===== src/rtl/mining_pkg.sv =====
// mining_pkg: shared definitions for the mining job sequencer.
//   state_t        : encoded sequencer state (also exported on the debug port)
//   HDR_WORDS_DEF  : default header length in words (80-byte header)
//   NONCE_WORD_DEF : default header word index that carries the nonce
//   NONCE_W        : nonce width
//   is_busy()      : true for states that belong to an active job
package mining_pkg;

  typedef enum logic [2:0] {
    ST_IDLE  = 3'd0,
    ST_LOAD  = 3'd1,
    ST_FEED  = 3'd2,
    ST_RUN   = 3'd3,
    ST_CHECK = 3'd4,
    ST_DONE  = 3'd5
  } state_t;

  localparam int HDR_WORDS_DEF  = 20;
  localparam int NONCE_WORD_DEF = 19;
  localparam int NONCE_W        = 32;

  function automatic logic is_busy(input state_t s);
    return (s == ST_LOAD) || (s == ST_FEED) || (s == ST_RUN) || (s == ST_CHECK);
  endfunction

endpackage


===== src/rtl/mining_nonce_iter.sv =====
// mining_nonce_iter: nonce register for one job.
//   clk, reset   : clock, synchronous active-high reset (nonce -> 0)
//   load         : capture nonce_first / nonce_last (accepted job start)
//   inc          : advance nonce by one, wrapping modulo 2**NONCE_W
//   nonce_first  : first nonce of the range
//   nonce_last   : last nonce of the range (inclusive)
//   nonce        : current nonce
//   is_last      : current nonce equals the captured last nonce
module mining_nonce_iter
  import mining_pkg::*;
(
  input  logic               clk,
  input  logic               reset,
  input  logic               load,
  input  logic               inc,
  input  logic [NONCE_W-1:0] nonce_first,
  input  logic [NONCE_W-1:0] nonce_last,
  output logic [NONCE_W-1:0] nonce,
  output logic               is_last
);

  logic [NONCE_W-1:0] last_q;

  always_ff @(posedge clk) begin
    if (reset) begin
      nonce  <= '0;
      last_q <= '0;
    end else if (load) begin
      nonce  <= nonce_first;
      last_q <= nonce_last;
    end else if (inc) begin
      nonce  <= nonce + NONCE_W'(1);
    end
  end

  // Equality (not ordering) so that ranges with last < first wrap through zero.
  assign is_last = (nonce == last_q);

endmodule


===== src/rtl/mining_job_sequencer.sv =====
// mining_job_sequencer: runs one mining job over the header RAM and hash core.
//   LOAD  : host words (wr_valid/wr_data, wr_ready) are written to RAM[0..HDR_WORDS-1]
//   FEED  : RAM is replayed to the core (feed_valid/feed_data/feed_last) with the
//           current nonce substituted at word NONCE_WORD
//   RUN   : waits for core_done; core_hit ends the job with found=1
//   CHECK : stops with exhausted=1 at nonce_last, otherwise next nonce and FEED again
// Ports: clk, reset (sync, active-high), start, abort, nonce_first, nonce_last,
//   wr_valid, wr_data, wr_ready, ram_we, ram_addr, ram_wdata, ram_rdata (1-cycle
//   latency), feed_valid, feed_data, feed_last, core_done, core_hit, busy, found,
//   exhausted, timeout, nonce_out, state (debug encoding of state_t).
// Build option: define MINING_SEQ_TIMEOUT_EN to end RUN after TIMEOUT_CYC cycles
//   without core_done (DONE with timeout=1); otherwise timeout stays 0.
module mining_job_sequencer
  import mining_pkg::*;
#(
  parameter int ADDR_W      = 9,
  parameter int DATA_W      = 32,
  parameter int HDR_WORDS   = HDR_WORDS_DEF,
  parameter int NONCE_WORD  = NONCE_WORD_DEF,
  parameter int TIMEOUT_CYC = 4096
)(
  input  logic              clk,
  input  logic              reset,
  input  logic              start,
  input  logic              abort,
  input  logic [31:0]       nonce_first,
  input  logic [31:0]       nonce_last,
  input  logic              wr_valid,
  input  logic [DATA_W-1:0] wr_data,
  output logic              wr_ready,
  output logic              ram_we,
  output logic [ADDR_W-1:0] ram_addr,
  output logic [DATA_W-1:0] ram_wdata,
  input  logic [DATA_W-1:0] ram_rdata,
  output logic              feed_valid,
  output logic [DATA_W-1:0] feed_data,
  output logic              feed_last,
  input  logic              core_done,
  input  logic              core_hit,
  output logic              busy,
  output logic              found,
  output logic              exhausted,
  output logic              timeout,
  output logic [31:0]       nonce_out,
  output logic [2:0]        state
);

`ifdef MINING_SEQ_TIMEOUT_EN
  localparam bit TMO_EN = 1'b1;
`else
  localparam bit TMO_EN = 1'b0;
`endif

  // Index is one bit wider than the address so it can reach HDR_WORDS itself
  // (the trailing FEED cycle) even when HDR_WORDS == 2**ADDR_W.
  localparam int              IDX_W    = ADDR_W + 1;
  localparam logic [IDX_W-1:0] IDX_ONE  = IDX_W'(1);
  localparam logic [IDX_W-1:0] HDR_IDX  = IDX_W'(HDR_WORDS);
  localparam logic [IDX_W-1:0] LAST_IDX = IDX_W'(HDR_WORDS - 1);
  localparam logic [IDX_W-1:0] NW_IDX   = IDX_W'(NONCE_WORD);
  localparam int               TMO_W    = $clog2(TIMEOUT_CYC + 1);
  localparam logic [TMO_W-1:0] TMO_LAST = TMO_W'(TIMEOUT_CYC - 1);

  state_t             st;
  logic [IDX_W-1:0]   index;
  logic [TMO_W-1:0]   run_cnt;
  logic               vld_p0;
  logic [IDX_W-1:0]   idx_p0;
  logic               nonce_load;
  logic               nonce_inc;
  logic               nonce_is_last;

  assign nonce_load = !abort && start && ((st == ST_IDLE) || (st == ST_DONE));
  assign nonce_inc  = !abort && (st == ST_CHECK) && !nonce_is_last;

  mining_nonce_iter u_nonce (
    .clk         (clk),
    .reset       (reset),
    .load        (nonce_load),
    .inc         (nonce_inc),
    .nonce_first (nonce_first),
    .nonce_last  (nonce_last),
    .nonce       (nonce_out),
    .is_last     (nonce_is_last)
  );

  always_ff @(posedge clk) begin
    if (reset) begin
      st        <= ST_IDLE;
      index     <= '0;
      run_cnt   <= '0;
      vld_p0    <= 1'b0;
      found     <= 1'b0;
      exhausted <= 1'b0;
      timeout   <= 1'b0;
    end else if (abort) begin
      st        <= ST_IDLE;
      index     <= '0;
      vld_p0    <= 1'b0;
      found     <= 1'b0;
      exhausted <= 1'b0;
      timeout   <= 1'b0;
    end else begin
      vld_p0 <= 1'b0;
      case (st)
        ST_IDLE, ST_DONE: begin
          if (start) begin
            st        <= ST_LOAD;
            index     <= '0;
            found     <= 1'b0;
            exhausted <= 1'b0;
            timeout   <= 1'b0;
          end
        end
        ST_LOAD: begin
          if (wr_valid) begin
            if (index == LAST_IDX) begin
              st    <= ST_FEED;
              index <= '0;
            end else begin
              index <= index + IDX_ONE;
            end
          end
        end
        ST_FEED: begin
          // HDR_WORDS read cycles, then one trailing cycle for the last read's data.
          if (index == HDR_IDX) begin
            st      <= ST_RUN;
            index   <= '0;
            run_cnt <= '0;
          end else begin
            vld_p0 <= 1'b1;
            index  <= index + IDX_ONE;
          end
        end
        ST_RUN: begin
          if (core_done) begin
            if (core_hit) begin
              st    <= ST_DONE;
              found <= 1'b1;
            end else begin
              st <= ST_CHECK;
            end
          end else if (TMO_EN && (run_cnt == TMO_LAST)) begin
            st      <= ST_DONE;
            timeout <= 1'b1;
          end else begin
            run_cnt <= run_cnt + TMO_W'(1);
          end
        end
        ST_CHECK: begin
          if (nonce_is_last) begin
            st        <= ST_DONE;
            exhausted <= 1'b1;
          end else begin
            st    <= ST_FEED;
            index <= '0;
          end
        end
        default: st <= ST_IDLE;
      endcase
    end
  end

  // ---- stage p0: read index travels with the RAM's one-cycle read latency ----
  always_ff @(posedge clk) begin
    if (st == ST_FEED) idx_p0 <= index;
  end

  assign wr_ready   = (st == ST_LOAD);
  assign ram_we     = wr_valid && wr_ready;
  assign ram_wdata  = wr_data;
  assign ram_addr   = index[ADDR_W-1:0];
  assign feed_valid = vld_p0;
  assign feed_last  = vld_p0 && (idx_p0 == LAST_IDX);
  assign feed_data  = !vld_p0 ? '0 :
                      (idx_p0 == NW_IDX) ? DATA_W'(nonce_out) : ram_rdata;
  assign busy       = is_busy(st);
  assign state      = st;

endmodule


===== config.mk =====
export PLATFORM = sky130hd
export DESIGN_NAME = mining_job_sequencer
export DESIGN_NICKNAME = d
export VERILOG_FILES = /design/src/rtl/mining_pkg.sv /design/src/rtl/mining_nonce_iter.sv /design/src/rtl/mining_job_sequencer.sv
export SDC_FILE = /design/constraint.sdc
export NUM_CORES = 1
export LEC_CHECK = 0
export CAP_MARGIN = 20
export CORE_UTILIZATION = 42
export DETAILED_ROUTE_END_ITERATION = 10
export GPL_ROUTABILITY_DRIVEN = 0
export PLACE_DENSITY = 0.86
export SLEW_MARGIN = 40
export SYNTH_ARGS = -nofsm -noshare
export SYNTH_HDL_FRONTEND = slang
export SYNTH_HIERARCHICAL = 1
export SYNTH_SLANG_ARGS = --single-unit

===== constraint.sdc =====
create_clock -name clk -period 4.05 [get_ports clk]
set_input_delay 0.405 -clock clk [delete_from_list [all_inputs] [get_ports clk]]
set_output_delay 0.405 -clock clk [all_outputs]
set_load 0.01 [all_outputs]

After elaboration in Yosys (flattened, before gate mapping). Index checks and enable logic that the tools add are counted.

Input bits: 135. Output and inout port bits: 116. Register bits: 90.

Reductions and logical operators: 24. Mux-type cells: 25. Bitwise operators: 1. Eq/ne operators: 17. $add $sub $neg: 2.

Operator list (number): $mux W32 (4); $mux W10 (5); $pmux W10 S4 (1); $add A32 B1 Y32 const B (1); $eq A32 B32 Y1 (1); $eq A10 B5 Y1 const B (3); $mux W3 (6); $pmux W3 S5 (1); $ne A2 B2 Y1 const B (7); $add A10 B1 Y10 const B (1); $reduce_and A4 Y1 (2); $eq A3 B2 Y1 const B (2); $eq A3 B3 Y1 const B (2); $logic_and A1 B1 Y1 (6); $mux W1 (6); $reduce_bool A2 Y1 (3); $reduce_and A5 Y1 (1); $logic_or A1 B1 Y1 (4); $pmux W1 S2 (2); $reduce_bool A4 Y1 (1); $reduce_or A2 Y1 (2); $eq A3 B1 Y1 const B (1); $logic_not A3 Y1 (1); $reduce_and A3 Y1 (1); other kinds (4) (5).

Depth between registers and ports, before layout.
Depth after elaboration: 5. Mapped depth: 15. Mapped depth without buffers: 12.

Cells and area by module. The synthesis kept the hierarchy.

By module, submodules not included: mining_nonce_iter (cells an instance 370, instances 1, area an instance 3270.6 µm², seq. area each 1281.2 µm²); mining_job_sequencer (cells an instance 300, instances 1, area an instance 2250.9 µm², seq. area each 620.6 µm²).

Worst setup path before layout. OpenSTA, ideal clock, no wires.

Kind: register to register. Start point: register u_nonce.nonce[17]. End point: register u_nonce.nonce[18]. Cell stages (with the launch flop): 15. Clock period less this slack: 2902 ps. Data arrival time: 2816 ps. Setup time: 86 ps. Required time: 3964 ps. Slack: 1148 ps. Cells stage by stage: dfxtp_1 -> clkbuf_1 -> xor2_1 -> nor4_1 -> nand4_1 -> nor2_1 -> nor3b_1 -> and2_1 -> nor2b_1 -> buf_4 -> nand2_1 -> nor4_1 -> nand4_1 -> xor2_1 -> a211oi_1.

Longest elaborated chain between the ends: 4. Elaborated cells on any way between the ends: 7. Classes of those cells: 1 x add/sub; 1 x eq/ne; 2 x mux; 3 x reduce/logical.

Ends and longest elaborated chain: start, declared (RTL line mining_nonce_iter.sv:18) `output logic [NONCE_W-1:0] nonce,`; start signal, assigned (RTL line mining_nonce_iter.sv:29) `nonce <= nonce_first;`; start signal, assigned (RTL line mining_nonce_iter.sv:32) `nonce <= nonce + NONCE_W'(1);`; $eq A32 B32 Y1 (RTL line mining_nonce_iter.sv:37) `assign is_last = (nonce == last_q);`; named net nonce_is_last (RTL line mining_job_sequencer.sv:71) `logic nonce_is_last;`; $logic_not A1 Y1 (RTL line mining_job_sequencer.sv:74) `assign nonce_inc = !abort && (st == ST_CHECK) && !nonce_is_last;`; $logic_and A1 B1 Y1 (RTL line mining_job_sequencer.sv:74); named net nonce_inc (RTL line mining_job_sequencer.sv:70) `logic nonce_inc;`; $reduce_bool A2 Y1 (no line).

The timed path passes the listed nets, and every way through them passes these cells. The select of a mux whose other input is x is not followed. A chain may end at the register's enable or synchronous reset.

Worst setup path in the final report.
Start point: register u_nonce.nonce[7]. End point: register u_nonce.nonce[25].

The elaborated chain is that of the path after synthesis.

==> out/results.ini <==
[floorplanning]
ios=251
core_area_um2=12700
die_w_um=117
die_area_um2=13600
rows=41
initial_core_util=0.434
die_y_um=117

[hold_path]
hold_class=flip-flop to flip-flop
hold_start=found

[power]
ir_drop_v=0.000210
fin_total_pwr_mw=2.35
p_leak_nw=2.77
p_per_area_nw_per_um2=313

[status]
status=complete, no violations

[cts]
post_cts_resized=0
cts-root-buf=clkbuf_16
clkSlewWorstSetupHoldPaths_ns=0.06
cts_tree=yes
cts_buffer_depth=2
post-cts-setup-buffers=0
cts_num_sinks=90
hold_buffers=0
h-tree-depth=3
cts_buffers=9
clock_latency_ns=0.35

[finish]
mostFrequentLayoutCells=clkdlybuf4s50_1, nand2_1, dfxtp_1
layout.nets=930
final_core_util=0.591
layout.cells.non_filler=969
drive_above_1_share=0.0540
area_growth_syn_to_layout_pct=36.1
nFillCells=1129
diodes=0
mostFrequentLayoutCell=clkdlybuf4s50_1

[setup_path]
crit_required_ns=4.31
crit_path_cell_trace=xor2_1, nor4_1, nand4_1, nor2_1, nor3b_1, and2_1, nor2b_1, buf_4, nand3_1, or2_2, nor4_1, xnor2_1, a211oi_1
crit_fanout=8
slowest_stage=dfxtp_1
path_class=flip-flop to flip-flop
cp_common_cell=nor4_1
cp-end-kind=flip-flop
reg2reg_from=u_nonce/nonce[7]
startpoint_type=flip-flop
arrival_ns=3.53
critPathLaunch=u_nonce/nonce[7]
max_stage_delay_ns=0.54
critical_path_buf_inv_count=1
cp_top_family=simple AND/OR/NAND/NOR gates

[timing]
finalMaxSlewViolations=0
max_freq_mhz=306
min_period_ns=3.27
slew_headroom=0.451
rsz0062_at_grt=no
setup_tns_ns=0
max_slew.worst_pin.slew_ns=0.823
hold_viol=0
clock_skew_ns=0.0105
setup_viol=0
min_period_over_period=0.808

[drt]
via_per_inst=5.43
initialDrtViolationCount=476
wl_per_cell_um=17.8
drc=0
ant_nets=0
num_vias=5259
routed_wirelength_um=17300
dr.pass1.iters=7

[yosys]
synth_compound_area_frac=0.129
synthesis.nets=808
synth_top_family_by_area=simple AND/OR/NAND/NOR gates
synthFlopType=dfxtp_1
synth-xor-area-share=0.0983
yosys.area_share.simple=0.257
synthDistinctLibCells=59
syn_area_per_cell_um2=8.24
synth.yosys.seq_area_share=0.344
synth_fa_ha_area_frac=0.00680
ys_seq_elements=90
async_flop_share=0
synth-edff-count=10
synth_mux_area_frac=0.0673
syn-cell-area_um2=5520
synthCells=670
ys_warn_count=6

[global_route]
grt_use_total=0.251
gr-total-overflow=0
first_global_vias=4995
antenna_found_initial=0
grt_pass1_wl_um=25700
grt_max_degree=53

[placement]
hpwlAfterDp_um=12600
port_buffers=185
place_inst=953

[run]
cap_violations=0

-- cell families after synthesis --
group,Yosys count
buffers and inverters,93
xor gates and xnor gates,62
AOI/OAI and AO/OA,100
and+or+nand+nor,284
muxes,37
other,1
DFF,90
adders and majority gates,3
-- worst register-to-register path, cell delays in order, from the launching register on --
cell,delay (ns)
dfxtp_1,0.54
xor2_1,0.23
nor4_1,0.10
nand4_1,0.09
nor2_1,0.09
nor3b_1,0.36
and2_1,0.20
nor2b_1,0.12
buf_4,0.17
nand3_1,0.20
or2_2,0.42
nor4_1,0.31
xnor2_1,0.12
a211oi_1,0.23
-- registers in the layout (all words and copies together), names as in the netlist --
| signal | count |
|---|---|
| feed_valid | 1 |
| exhausted | 1 |
| found | 1 |
| u_nonce/last_q | 32 |
| state | 3 |
| idx_p0 | 10 |
| index | 10 |
| u_nonce/nonce | 32 |
-- report_power, final --
group	internal, mW	switching, mW	leakage (nW)
combinational	0.215	0.166	1.86
clock	0.613	0.349	0.171
sequential	0.941	0.0677	0.744
total	1.77	0.583	2.77
-- final timing paths --
| path | slack, ns | cells after the start | endpoint |
|---|---|---|---|
| worst max-delay path | 0.78 | 13 | u_nonce/nonce[25] |
| worst min-delay path | 0.48 | 2 | found |
| worst max register to register | 0.78 | 13 | u_nonce/nonce[25] |
| worst min register to register | 0.48 | 2 | found |
-- cells in the mapped netlist, types with 2 or more instances --
cell type | instances | area share
o21a_1 | 2 | 0.0027
o22ai_1 | 3 | 0.0034
a21oi_1 | 23 | 0.021
and2_1 | 2 | 0.0023
nor3_1 | 5 | 0.0045
buf_1 | 5 | 0.0034
mux2i_1 | 36 | 0.065
a41o_1 | 2 | 0.0036
buf_6 | 2 | 0.0041
edfxtp_1 | 10 | 0.054
a31oi_1 | 5 | 0.0057
a2bb2oi_1 | 2 | 0.0032
nor4_1 | 23 | 0.026
o21ai_0 | 5 | 0.0045
nor4b_2 | 2 | 0.0054
clkbuf_1 | 30 | 0.020
and4_1 | 5 | 0.0079
xor2_1 | 47 | 0.075
or2_2 | 3 | 0.0034
nor2_1 | 72 | 0.049
nand2_1 | 107 | 0.073
nand3b_1 | 4 | 0.0054
xnor2_1 | 15 | 0.024
inv_1 | 8 | 0.0054
a211oi_1 | 18 | 0.024
and3_1 | 6 | 0.0068
or3_1 | 2 | 0.0023
nand3_1 | 13 | 0.012
a21boi_0 | 32 | 0.044
ha_1 | 3 | 0.0068
buf_4 | 44 | 0.060
nor4_2 | 2 | 0.0045
buf_2 | 3 | 0.0027
nand4_1 | 13 | 0.015
nor2b_1 | 5 | 0.0057
o21ai_1 | 2 | 0.0018
or4_1 | 7 | 0.0095
dfxtp_1 | 80 | 0.29
or3b_1 | 2 | 0.0032
-- final cells by class --
cell class	instances	area, um2	share of cell area
Sequential cell	90	1900	0.253
Tap cell	172	215	0.0286
Clock buffer	13	282	0.0375
Multi-Input combinational cell	487	3090	0.411
Timing Repair Buffer	195	1920	0.256
Clock inverter	3	68.8	0.00915
Inverter	9	33.8	0.00449
-- per-stage QoR --
step	worst slack, ns	hold WS, ns	area [um2]
floorplan	1.15	0.467	5520
global placement	0.962	0.469	7170
detailed placement	0.863	0.466	7170
CTS	0.732	0.479	7520
global route	0.574	0.534	7520
finish	0.778	0.484	7520
-- layer usage --
metal | part of all wire | vias up | wire length [um] | global-route usage
met2 | 0.49 | 248 | 8510 | 0.445
met5 | 0 | - | 0 | 0
met3 | 0.10 | 26 | 1750 | 0.100
met1 | 0.39 | 2456 | 6790 | 0.281
met4 | 0.014 | 0 | 246 | 0.0582
li1 | - | 2529 | - | -
No activity file was read; power rests on OpenSTA's default activity.
